File: src/rtl/piradspi_miso_packer_if.sv
// Stream and control bundle between the SPI engine/CSR side and the MISO packer.
// Build option for the packer: PIRADSPI_MISO_CMDID_EN (appends a tag word per command).
interface piradspi_miso_packer_if #(
    parameter int DATA_WIDTH   = 32,
    parameter int LEN_WIDTH    = 16,
    parameter int CMD_ID_WIDTH = 8
);
    logic                    start;
    logic [LEN_WIDTH-1:0]    xfer_len;
    logic [CMD_ID_WIDTH-1:0] cmd_id;
    logic                    bit_valid;
    logic                    bit_data;
    logic                    m_valid;
    logic                    m_ready;
    logic [DATA_WIDTH-1:0]   m_data;
    logic                    m_last;
    logic                    busy;
    logic                    done;
    logic                    overrun;
    logic                    clr_overrun;

    // Output stream: a word moves on every rising edge where m_valid & m_ready.
    // While m_valid & !m_ready, m_data/m_last hold steady and m_valid stays high;
    // m_valid only falls after a transfer. m_ready may be driven freely.
    modport master (
        output start, xfer_len, cmd_id, bit_valid, bit_data, m_ready, clr_overrun,
        input  m_valid, m_data, m_last, busy, done, overrun
    );

    modport slave (
        input  start, xfer_len, cmd_id, bit_valid, bit_data, m_ready, clr_overrun,
        output m_valid, m_data, m_last, busy, done, overrun
    );
endinterface

File: src/rtl/piradspi_miso_packer.sv
// Packs sampled MISO bits MSB-first into DATA_WIDTH-bit words with a one-word holding register.
// Define PIRADSPI_MISO_CMDID_EN to emit a {cmd_id, xfer_len} tag word after each command.
module piradspi_miso_packer #(
    parameter int DATA_WIDTH   = 32,
    parameter int LEN_WIDTH    = 16,
    parameter int CMD_ID_WIDTH = 8
) (
    input  logic                       clk,
    input  logic                       rst,
    piradspi_miso_packer_if.slave      bus,
    output logic [1:0]                 dbg_state
);
    localparam int WCW = $clog2(DATA_WIDTH);

    typedef enum logic [1:0] {
        IDLE  = 2'd0,
        SHIFT = 2'd1,
        FLUSH = 2'd2
    } state_t;

    state_t                  state;
    logic [DATA_WIDTH-1:0]   shift_q;
    logic [WCW-1:0]          wcnt;
    logic [LEN_WIDTH-1:0]    bit_cnt;
    logic [LEN_WIDTH-1:0]    len_q;
    logic                    tag_pend;
    logic                    m_valid_q;
    logic                    m_last_q;
    logic [DATA_WIDTH-1:0]   m_data_q;
    logic                    done_q;
    logic                    ovr_q;

    logic                    xfer;
    logic                    hold_free;
    logic [DATA_WIDTH-1:0]   shift_nxt;
    logic [LEN_WIDTH-1:0]    bit_cnt_nxt;
    logic                    final_bit;
    logic                    word_full;
    logic                    take_bit;
    logic                    word_done;
    logic                    emit_tag;
    logic                    new_word;
    logic [DATA_WIDTH-1:0]   new_data;
    logic                    new_last;
    logic                    drop;
    logic [DATA_WIDTH-1:0]   tag_word;

`ifdef PIRADSPI_MISO_CMDID_EN
    localparam bit TAG_EN = 1'b1;
    localparam int PAD    = DATA_WIDTH - CMD_ID_WIDTH - LEN_WIDTH;
    logic [CMD_ID_WIDTH-1:0] id_q;
    assign tag_word = {{PAD{1'b0}}, id_q, len_q};
`else
    localparam bit TAG_EN = 1'b0;
    assign tag_word = '0;
`endif

    always_comb begin
        xfer        = m_valid_q & bus.m_ready;
        hold_free   = ~m_valid_q | bus.m_ready;
        shift_nxt   = {shift_q[DATA_WIDTH-2:0], bus.bit_data};
        bit_cnt_nxt = bit_cnt + 1'b1;
        final_bit   = (bit_cnt_nxt == len_q);
        word_full   = (wcnt == WCW'(DATA_WIDTH - 1));
        take_bit    = (state == SHIFT) & bus.bit_valid;
        word_done   = take_bit & (final_bit | word_full);
        emit_tag    = (state == FLUSH) & tag_pend;
        new_word    = word_done | emit_tag;
        new_data    = emit_tag ? tag_word : shift_nxt;
        new_last    = emit_tag | (final_bit & ~TAG_EN);
        // A completed word with nowhere to go is lost; the engine cannot be stalled.
        drop        = new_word & ~hold_free;
    end

    always_ff @(posedge clk) begin
        if (rst) begin
            state     <= IDLE;
            shift_q   <= '0;
            wcnt      <= '0;
            bit_cnt   <= '0;
            len_q     <= '0;
            tag_pend  <= 1'b0;
            m_valid_q <= 1'b0;
            m_last_q  <= 1'b0;
            m_data_q  <= '0;
            done_q    <= 1'b0;
            ovr_q     <= 1'b0;
`ifdef PIRADSPI_MISO_CMDID_EN
            id_q      <= '0;
`endif
        end else begin
            done_q <= 1'b0;

            if (drop) begin
                ovr_q <= 1'b1;
            end else if (bus.clr_overrun) begin
                ovr_q <= 1'b0;
            end

            if (new_word && hold_free) begin
                m_valid_q <= 1'b1;
                m_data_q  <= new_data;
                m_last_q  <= new_last;
            end else if (xfer) begin
                m_valid_q <= 1'b0;
            end

            case (state)
                IDLE: begin
                    if (bus.start) begin
                        if (bus.xfer_len == '0) begin
                            done_q <= 1'b1;
                        end else begin
                            state    <= SHIFT;
                            len_q    <= bus.xfer_len;
                            bit_cnt  <= '0;
                            wcnt     <= '0;
                            shift_q  <= '0;
                            tag_pend <= 1'b0;
`ifdef PIRADSPI_MISO_CMDID_EN
                            id_q     <= bus.cmd_id;
`endif
                        end
                    end
                end
                SHIFT: begin
                    if (bus.bit_valid) begin
                        bit_cnt <= bit_cnt_nxt;
                        // Clearing the shifter per word right-aligns a short final word.
                        if (word_done) begin
                            shift_q <= '0;
                            wcnt    <= '0;
                        end else begin
                            shift_q <= shift_nxt;
                            wcnt    <= wcnt + 1'b1;
                        end
                        if (final_bit) begin
                            state    <= FLUSH;
                            tag_pend <= TAG_EN;
                        end
                    end
                end
                FLUSH: begin
                    if (tag_pend) begin
                        tag_pend <= 1'b0;
                    end else if (hold_free) begin
                        state  <= IDLE;
                        done_q <= 1'b1;
                    end
                end
                default: state <= IDLE;
            endcase
        end
    end

    assign bus.m_valid = m_valid_q;
    assign bus.m_data  = m_data_q;
    assign bus.m_last  = m_last_q;
    assign bus.done    = done_q;
    assign bus.overrun = ovr_q;
    assign bus.busy    = (state != IDLE) | m_valid_q;
    assign dbg_state   = state;

endmodule

File: src/flat_wrapper.sv
// flat-port wrapper written by rule: the top's interface ports become plain ports
module piradspi_miso_packer_flat 
#(
    parameter int DATA_WIDTH   = 32,
    parameter int LEN_WIDTH    = 16,
    parameter int CMD_ID_WIDTH = 8
)
  (clk, rst, dbg_state, bus_start, bus_xfer_len, bus_cmd_id, bus_bit_valid, bus_bit_data, bus_m_ready, bus_clr_overrun, bus_m_valid, bus_m_data, bus_m_last, bus_busy, bus_done, bus_overrun);
  piradspi_miso_packer_if #(.DATA_WIDTH(DATA_WIDTH), .LEN_WIDTH(LEN_WIDTH), .CMD_ID_WIDTH(CMD_ID_WIDTH)) bus_i ();
  input  logic clk;
  input  logic rst;
  output logic [1:0] dbg_state;
  input wire logic [$bits(bus_i.start)-1:0] bus_start;
  input wire logic [$bits(bus_i.xfer_len)-1:0] bus_xfer_len;
  input wire logic [$bits(bus_i.cmd_id)-1:0] bus_cmd_id;
  input wire logic [$bits(bus_i.bit_valid)-1:0] bus_bit_valid;
  input wire logic [$bits(bus_i.bit_data)-1:0] bus_bit_data;
  input wire logic [$bits(bus_i.m_ready)-1:0] bus_m_ready;
  input wire logic [$bits(bus_i.clr_overrun)-1:0] bus_clr_overrun;
  output wire logic [$bits(bus_i.m_valid)-1:0] bus_m_valid;
  output wire logic [$bits(bus_i.m_data)-1:0] bus_m_data;
  output wire logic [$bits(bus_i.m_last)-1:0] bus_m_last;
  output wire logic [$bits(bus_i.busy)-1:0] bus_busy;
  output wire logic [$bits(bus_i.done)-1:0] bus_done;
  output wire logic [$bits(bus_i.overrun)-1:0] bus_overrun;
  assign bus_i.start = bus_start;
  assign bus_i.xfer_len = bus_xfer_len;
  assign bus_i.cmd_id = bus_cmd_id;
  assign bus_i.bit_valid = bus_bit_valid;
  assign bus_i.bit_data = bus_bit_data;
  assign bus_i.m_ready = bus_m_ready;
  assign bus_i.clr_overrun = bus_clr_overrun;
  assign bus_m_valid = bus_i.m_valid;
  assign bus_m_data = bus_i.m_data;
  assign bus_m_last = bus_i.m_last;
  assign bus_busy = bus_i.busy;
  assign bus_done = bus_i.done;
  assign bus_overrun = bus_i.overrun;
  piradspi_miso_packer #(.DATA_WIDTH(DATA_WIDTH), .LEN_WIDTH(LEN_WIDTH), .CMD_ID_WIDTH(CMD_ID_WIDTH)) u_core (.clk(clk), .rst(rst), .bus(bus_i), .dbg_state(dbg_state));
endmodule
File: config.mk
export PLATFORM = sky130hd
export DESIGN_NAME = piradspi_miso_packer_flat
export DESIGN_NICKNAME = d
export VERILOG_FILES = /design/src/rtl/piradspi_miso_packer_if.sv /design/src/rtl/piradspi_miso_packer.sv /design/src/flat_wrapper.sv
export SDC_FILE = /design/constraint.sdc
export NUM_CORES = 1
export LEC_CHECK = 0
export ABC_AREA = 1
export CORE_MARGIN = 10
export CORE_UTILIZATION = 56
export CTS_BUF_LIST = sky130_fd_sc_hd__clkbuf_4
export DETAILED_ROUTE_END_ITERATION = 7
export PLACE_DENSITY = 0.81
export SLEW_MARGIN = 20
export SYNTH_ARGS = -nofsm -noshare
export SYNTH_HDL_FRONTEND = slang
export SYNTH_SLANG_ARGS = --single-unit
File: constraint.sdc
create_clock -name clk -period 2.4 [get_ports clk]
set_clock_uncertainty 0.05 [all_clocks]
set_input_delay 0.48 -clock clk [delete_from_list [all_inputs] [get_ports clk]]
set_output_delay 0.48 -clock clk [all_outputs]
set_load 0.005 [all_outputs]
## After elaboration in Yosys (flattened, before gate mapping)

Index checks and enable logic that the tools add are counted.

| operators by class | value |
|---|---|
| add/sub/neg operators | 2 |
| equal/unequal tests | 10 |
| muxes and demuxes | 36 |
| bitwise gates (word level) | 13 |
| reduce and logical (&&, ||, !) cells | 12 |

Operators by type and width:

| operator | number |
|---|---|
| 31-bit 2-to-1 mux | 4 |
| 31-bit case mux with 2 select lines | 1 |
| 16-bit 2-to-1 mux | 3 |
| 32-bit 2-to-1 mux | 1 |
| 16-bit case mux with 2 select lines | 1 |
| 5-bit 2-to-1 mux | 4 |
| 16-bit by 1-bit adder with 16-bit output, second input constant | 1 |
| 16-bit equality test | 1 |
| 16-bit zero test | 1 |
| 1-bit 2-to-1 mux | 12 |
| 2-bit 2-to-1 mux | 6 |
| 5-bit case mux with 2 select lines | 1 |
| 2-bit != test, second input constant | 4 |
| 2-bit nonzero test | 4 |
| 2-bit case mux with 3 select lines | 1 |
| 6-bit AND reduction | 1 |
| 5-bit by 1-bit adder with 5-bit output, second input constant | 1 |
| 1-bit AND | 5 |
| 5-bit equality test, second input constant | 1 |
| 1-bit OR | 5 |
| 5-bit AND reduction | 1 |
| 2-bit by 1-bit != test with 1-bit output, second input constant | 2 |
| 4-bit AND reduction | 1 |
| 1-bit NOT | 3 |
| 8 further kinds | 8 |

| word-level totals | value |
|---|---|
| flip-flop bits (word level) | 107 |
| bits of input ports | 31 |
| output and inout port bits | 39 |
| word-level logic and storage cells | 84 |

## Depth between registers and ports, before layout

Gate-level depths: netlist of the first run.

| logic depth | value |
|---|---|
| depth in word-level cells | 7 |
| mapped depth | 18 |
| gate-level depth less buffers | 16 |

## Worst setup path after synthesis of the first run

OpenSTA, ideal clock, no wires.

| timing path | value |
|---|---|
| path kind | register to register |
| start point | register u_core.bit_cnt[0] |
| end point | register u_core.m_data_q[16], in the netlist u_core.bus.m_data[16] |
| library setup time | 0.113 ns |
| arrival | 2.005 ns |
| data required time | 2.237 ns |
| slack | 0.232 ns |
| cell stages (with the launch flop) | 17 |
| buffers on the path | 2 |
| clock period less this slack | 2.168 ns |
| cells stage by stage | dfxtp_1 > ha_1 > nand2_1 > nor2_2 > nand4_1 > nand2_1 > nand2_1 > nand2_1 > nand2_1 > nor2_1 > nand3_1 > nand2_2 > nand3_2 > buf_6 > buf_2 > nor2_1 > nor2_1 |

| on the way | value |
|---|---|
| longest elaborated chain between the ends | 6 |

RTL lines:

| what | line | text |
|---|---|---|
| start, declared | piradspi_miso_packer.sv:24 | `logic [LEN_WIDTH-1:0] bit_cnt;` |
| start signal, assigned | piradspi_miso_packer.sv:128 | `bit_cnt <= bit_cnt_nxt;` |
| 16-bit by 1-bit adder with 16-bit output | piradspi_miso_packer.sv:62 | `bit_cnt_nxt = bit_cnt + 1'b1;` |
| 16-bit equality test | piradspi_miso_packer.sv:63 | `final_bit = (bit_cnt_nxt == len_q);` |
| 1-bit OR | piradspi_miso_packer.sv:66 | `word_done = take_bit & (final_bit \| word_full);` |
| 1-bit AND | piradspi_miso_packer.sv:66 |  |
| 1-bit OR | piradspi_miso_packer.sv:68 | `new_word = word_done \| emit_tag;` |
| 1-bit logical AND | piradspi_miso_packer.sv:100 | `if (new_word && hold_free) begin` |
| end signal, assigned | piradspi_miso_packer.sv:102 | `m_data_q <= new_data;` |
| end, declared | piradspi_miso_packer.sv:29 | `logic [DATA_WIDTH-1:0] m_data_q;` |

No other way between the ends.
A chain may end at the register's enable or synchronous reset.

## Final worst setup path of the first run

| timing path | value |
|---|---|
| start point | register u_core.bit_cnt[0] |
| end point | register u_core.m_data_q[29], in the netlist u_core.bus.m_data[29] |

The elaborated chain is that of the path after synthesis.

==> results of run 1 <==
## layer usage
layer | share of wire, % | GRT usage (%) | vias to the layer above
li1 | - | - | 2462
met5 | 0 | 0 | -
met1 | 41 | 22.1 | 2239
met4 | 1.5 | 5.25 | 0
met3 | 6.6 | 4.33 | 17
met2 | 51 | 30.7 | 162
## critical path: cells and delay by family (launching register included)
family                 cells  cell delay [ps]
buffers and inverters      4              570
AND/OR/NAND/NOR           13             1410
flip-flops                 1              400
## registers in the layout (all words and copies together) (netlist names)
| name | cells |
|---|---|
| u_core.bit_cnt | 16 |
| u_core.bus.done | 1 |
| u_core.bus.m_data | 32 |
| u_core.bus.m_last | 1 |
| u_core.bus.m_valid | 1 |
| u_core.bus.overrun | 1 |
| u_core.dbg_state | 2 |
| u_core.len_q | 16 |
| u_core.shift_q | 31 |
| u_core.wcnt | 5 |
## path summary, 6_finish.rpt
path / to / slack [ps] / cells after the start
worst min-delay path: u_core.shift_q[3]$_SDFFE_PP0P_ / 430 / 2
worst max register to register: u_core.bus.m_data[29]$_SDFFE_PP0P_ / -70 / 17
worst min register to register: u_core.shift_q[3]$_SDFFE_PP0P_ / 430 / 2
worst max-delay path: u_core.bus.m_data[29]$_SDFFE_PP0P_ / -70 / 17
## power by group
part	switching, mW	total, mW	internal (mW)	leakage (nW)
Combinational	0.211	0.367	0.156	1.74
Sequential	0.0232	1.81	1.79	0.864
Clock	0.626	0.875	0.249	0.0747
## cells by family (layout without fill, tap and decap cells)
| kind of cell | count (synthesis) | count (layout) | share of synthesized area [%] |
|---|---|---|---|
| compound gates | 94 | 94 | 9.74 |
| xor+xnor | 5 | 5 | 1.18 |
| fa+ha+maj | 3 | 3 | 0.771 |
| buf+inv | 116 | 196 | 9.51 |
| flops | 106 | 106 | 43.6 |
| simple gates | 406 | 406 | 35.2 |
## stage by stage
| stage | power [mW] | setup slack [ps] | setup TNS (ps) | utilization (%) | instance area [sq um] |
|---|---|---|---|---|---|
| after floorplan | 2.04 | 232 | 0 | - | 4870 |
| after global placement | 2.19 | -36.4 | -963 | 68.4 | 5700 |
| after detailed placement | 2.20 | -122 | -3810 | 68.4 | 5700 |
| after CTS | 3.06 | 7.07 | 0 | 70.2 | 5850 |
| after global routing | 3.19 | -185 | -5500 | 75.3 | 6280 |
| final | 3.06 | -69.0 | -465 | 75.3 | 6280 |
## Yosys cell counts
cell type and instances:
and3_1 3, buf_6 2, nand3_1 72, clkbuf_1 20, nor4_1 4, xor2_1 4
nand2_1 205, xnor3_1 1, nand3b_1 3, inv_2 1, nor2_1 97, o21ai_1 2
o22ai_1 1, nand4_1 9, or2_1 1, and2_1 2, ha_1 3, o21ai_0 20
inv_1 80, dfxtp_1 106, nand2_2 3, nand3_2 1, nor3_1 1, nor2_4 3
a21oi_1 70, buf_2 10, or2_2 1, nor2_2 1, buf_1 3, o21bai_1 1
## area by class of cell
type                       instances  area, sq um  share of cell area (%)
clock buffer                      10         75.1                    1.20
inverter                          81          307                    4.88
clock inverter                     6         60.1                   0.957
sequential                       106         2140                    34.1
timing repair buffer              99         1030                    16.3
tap                              105          131                    2.09
multi-input combinational        508         2530                    40.4
## repair_timing
| action | 4_1_cts | 5_1_grt |
|---|---|---|
| pin swaps | 0 | 23 |
| setup endpoints to repair | 69 | 70 |
| resized for setup | 4 | 80 |
| setup buffers | 0 | 8 |
| endpoints found under the hold margin | 0 | 0 |
| cloned | 0 | 5 |
==> run_results.csv, run 1 <==
group,metric,value,unit
synth,ys.warnings.count,0,
route,vias_per_cell,5.33,
layout,fin_cells,915,
route,ant_nets,0,
place,gp_congestion,0.969,
global_route,overflow,0,
place,dp_cells,886,
setup_path,crit_top_cell,"nand2_2",
clock_tree,cts.sinks,106,
timing,relSlewSlack,71.9,%
floorplanning,rows,33,
clock_tree,clk_latency,470,ps
setup_path,critPathKind,"register to register",
global_route,grt_max_degree,67,
route,wl_per_cell,14.4,um
place,numPortBuffers,61,
synth,netlist_instances,730,
synth,synth_area,4870,sq um
hold_path,min_from,"u_core.shift_q[2]$_SDFFE_PP0P_",
layout,num-nets-final,839,
pwr,power_density,487,nW/um^2
synth,ys_ff_latch,106,
timing,tightest_slew,422,ps
layout,drive_gt1_share,15.6,%
setup_path,required,2770,ps
route,drc,0,
clock_tree,cts_buffer_depth,2,
global_route,grt_use_total,18.1,%
timing,rsz0062_at_grt,"true",
clock_tree,clk_pin_slew_worst_paths,180,ps
route,drt_iter0_markers,311,
timing,fin_crit,2470,ps
clock_tree,cts_tree,"done",
floorplanning,die_h,113,um
global_route,grt_pass1_vias,4305,
synth,synthesis.nets,764,
setup_path,critPathLaunch,"u_core.bit_cnt[0]$_SDFFE_PP0P_",
floorplanning,start_util,58.4,%
synth,synthTopCellsByArea,"dfxtp_1, nand2_1, nor2_1, nand3_1, a21oi_1",
synth,synth_area_per_cell,6.67,sq um
clock_tree,holdBufCountCts,0,
global_route,antenna_found_initial,0,
timing,clock.fmax,405,MHz
setup_path,cp-start-kind,"register",
layout,n_fill_cell,646,
setup_path,crit_path_max_fanout,16,
timing,fin_hold_ws,427,ps
timing,min_period_over_period,103,%
timing,finalSetupViolCount,21,
clock_tree,cts_inserted_buffers,9,
setup_path,crit_path_cell_trace,"buf_6, inv_1, nor2_4, buf_6, nand3_2, nand2_2, nand3_1, nand2_2, nand2_2, nor2_2, nand3_2, nand2_4, nand3_4, clkbuf_16, nand2_1, nand2_1, nor2_1",
timing,hold_violations,0,
layout,final_common_cell,"nand2_1",
synth,synth.distinct_cells,30,
setup_path,arrival,2840,ps
clock_tree,h-tree-depth,3,
pwr,leakage,2.68,nW
setup_path,cpMaxStageDelayCell,"dfxtp_4",
setup_path,worst_path_largest_cell_delay,400,ps
place,dp_hpwl,8530,um
floorplanning,dieWidth,113,um
status,failed_checks,"setup timing",
synth,yosysTopAreaCellShare,43.6,%
hold_path,hold_path.class,"register to register",
route,first_pass_iters,5,
timing,worst_slack,-69.0,ps
floorplanning,ios,70,
layout,most-common-layout-cells,"nand2_1, dfxtp_1, nor2_1, inv_1, a21oi_1",
route,routed_wl,13200,um
route,vias,4880,
status,status,"finished, violations left",
global_route,grt_pass1_wl,19600,um
synth,yosysTopAreaCell,"dfxtp_1",
floorplanning,core_area,8340,sq um
setup_path,endpoint_kind,"register",
clock_tree,clock-root-buffer,"clkbuf_4",
timing,report.final.slew_viol_count,0,
floorplanning,dieArea,12800,sq um
pwr,peakVddDrop,0.388,mV
flow_run,drv_cap,0,
setup_path,r2r_start,"u_core.bit_cnt[0]$_SDFFE_PP0P_",
layout,n_antenna_cell,0,
layout,area_growth,28.9,%
synth,ys_seq_area_share,43.6,%
Power figures use the tool's default switching activity.
==> inputs of run 2 (changes only) <==
Settings changed: CORE_MARGIN 10 to default.
==> run 2 against run 1 <==
Compared with the run above: the flow still finishes with violations (setup timing); critical path type unchanged; via count decreased by 0.57%; utilization decreased by 0.95 points; design area decreased by 1.8%; routed wire length decreased by 4.9%; combinational power decreased by 3%; highest routed layer unchanged; largest power group unchanged; critical path depth unchanged.
==> run_results.csv, run 2 (synthesis results as in run 1) <==
group,metric,value,unit
layout,final_common_cell,"nand2_1",
global_route,overflow,0,
place,dp_hpwl,8230,um
setup_path,r2r-end,"u_core.bus.m_data[11]$_SDFFE_PP0P_",
hold_path,hold_depth,2,
global_route,grt_pass1_wl,19500,um
clock_tree,clock-root-buffer,"clkbuf_4",
global_route,grt_pass1_vias,4229,
layout,most-common-layout-cells,"nand2_1, dfxtp_1, nor2_1, inv_1, a21oi_1",
place,numPortBuffers,61,
floorplanning,rows,33,
setup_path,rrSetupSlack,-80,ps
layout,drive_gt1_share,13.2,%
clock_tree,cts_tree,"done",
route,drc,0,
setup_path,critPathKind,"register to register",
pwr,power_density,510,nW/um^2
place,dpl_cell_area,5680,sq um
route,drt_iter0_markers,303,
clock_tree,cts_inserted_buffers,9,
setup_path,critPathLaunch,"u_core.bit_cnt[0]$_SDFFE_PP0P_",
layout,num-nets-final,833,
timing,fin_hold_ws,426,ps
layout,n_antenna_cell,0,
setup_path,cp-start-kind,"register",
setup_path,required,2750,ps
hold_path,hold_path.class,"register to register",
timing,fin_crit,2480,ps
route,routed_wl,12500,um
clock_tree,cts_buffer_depth,2,
timing,tightest_slew,599,ps
hold_path,min_from,"u_core.bus.overrun$_SDFFE_PP0P_",
setup_path,crit_path_max_fanout,23,
layout,fin_cells,909,
route,wl_per_cell,13.8,um
layout,final_core_util,74.3,%
place,gp_congestion,0.930,
flow_run,drv_cap,0,
clock_tree,holdBufCountCts,0,
global_route,grt_use_total,27.4,%
floorplanning,core_area,8300,sq um
pwr,leakage,2.64,nW
layout,largest_reg_flops,32,
floorplanning,dieWidth,95.3,um
timing,min_period_over_period,103,%
clock_tree,clk_pin_slew_worst_paths,170,ps
timing,clock.fmax,403,MHz
timing,worst_slack,-78.8,ps
global_route,antenna_found_initial,0,
status,failed_checks,"setup timing",
setup_path,crit_end,"u_core.bus.m_data[11]$_SDFFE_PP0P_",
pwr,peakVddDrop,0.364,mV
clock_tree,h-tree-depth,3,
layout,area_growth,26.6,%
setup_path,arrival,2830,ps
floorplanning,ios,70,
place,dp_cells,884,
status,status,"finished, violations left",
clock_tree,clk_latency,460,ps
route,ant_nets,0,
setup_path,r2r_start,"u_core.bit_cnt[0]$_SDFFE_PP0P_",
timing,finalSetupViolCount,30,
timing,rsz0062_at_grt,"true",
floorplanning,start_util,58.7,%
timing,relSlewSlack,60.1,%
floorplanning,dieArea,9070,sq um
clock_tree,cts.sinks,106,
timing,fin_setup_tns,-1110,ps
route,first_pass_iters,6,
timing,report.final.slew_viol_count,0,
floorplanning,die_h,95.3,um
layout,stdcell_area,6170,sq um
timing,hold_violations,0,
route,vias_per_cell,5.34,
global_route,grt_max_degree,56,
setup_path,reg2reg_depth,17,
setup_path,endpoint_kind,"register",
route,vias,4852,
==> run 2: worst max-delay path: stages, from the launching register on <==
cell and delay [ps]:
dfxtp_2 400, buf_6 130, inv_1 70, nor2_4 200
buf_6 130, nand3b_1 100, nand3_1 110, nand2_2 70
nor2_1 80, nand2_1 70, nor2_2 140, nand3_2 130
nand2_4 120, nand3_4 160, clkbuf_16 240, nand2_1 70
nand2_1 50, nor2_1 90
==> run 2: how the worst min path moves through the flow <==
stage                                 endpoint  slack (ps)
6_report       u_core.bus.overrun$_SDFFE_PP0P_         430
5_1_grt        u_core.bus.overrun$_SDFFE_PP0P_         440
4_1_cts        u_core.bus.overrun$_SDFFE_PP0P_         430
3_5_place_dp   u_core.bus.overrun$_SDFFE_PP0P_         410
2_1_floorplan     u_core.len_q[2]$_SDFFE_PP0P_         390
3_3_place_gp   u_core.bus.overrun$_SDFFE_PP0P_         400
==> run 2: metrics by stage <==
stage                     power, mW  setup WS [ps]
after global placement         2.18          -40.2
after global routing           3.27           -273
final                          3.14          -78.8
after floorplan                2.04            232
after detailed placement       2.19           -143
after CTS                      3.13          -9.17
==> run 2: per-layer routing <==
layer | global-route usage (%) | part of all wire [%] | vias to the layer above
met5 | 0 | 0 | -
met4 | 8.71 | 2.2 | 0
met3 | 5.90 | 5.8 | 28
met2 | 45.1 | 48 | 162
met1 | 35.8 | 44 | 2218
li1 | - | - | 2444
==> run 2: layout make-up <==
cell class	count	area (sq um)
timing repair buffer	93	955
clock buffer	9	67.6
inverter	81	307
multi-input combinational	508	2490
clock inverter	7	85.1
tap	105	131
fill	639	2130
sequential	106	2130
==> run 2: report_power, final <==
group	total, mW	switching, mW	internal (mW)
registers	1.82	0.0235	1.79
logic	0.357	0.213	0.145
clock network	0.971	0.632	0.339
==> run 2: timing repair <==
| item | 4_1_cts | 5_1_grt |
|---|---|---|
| setup endpoints to repair | 69 | 70 |
| pin swaps | 0 | 8 |
| gates cloned | 0 | 4 |
| buffers inserted | 0 | 5 |
| resized for setup | 7 | 59 |
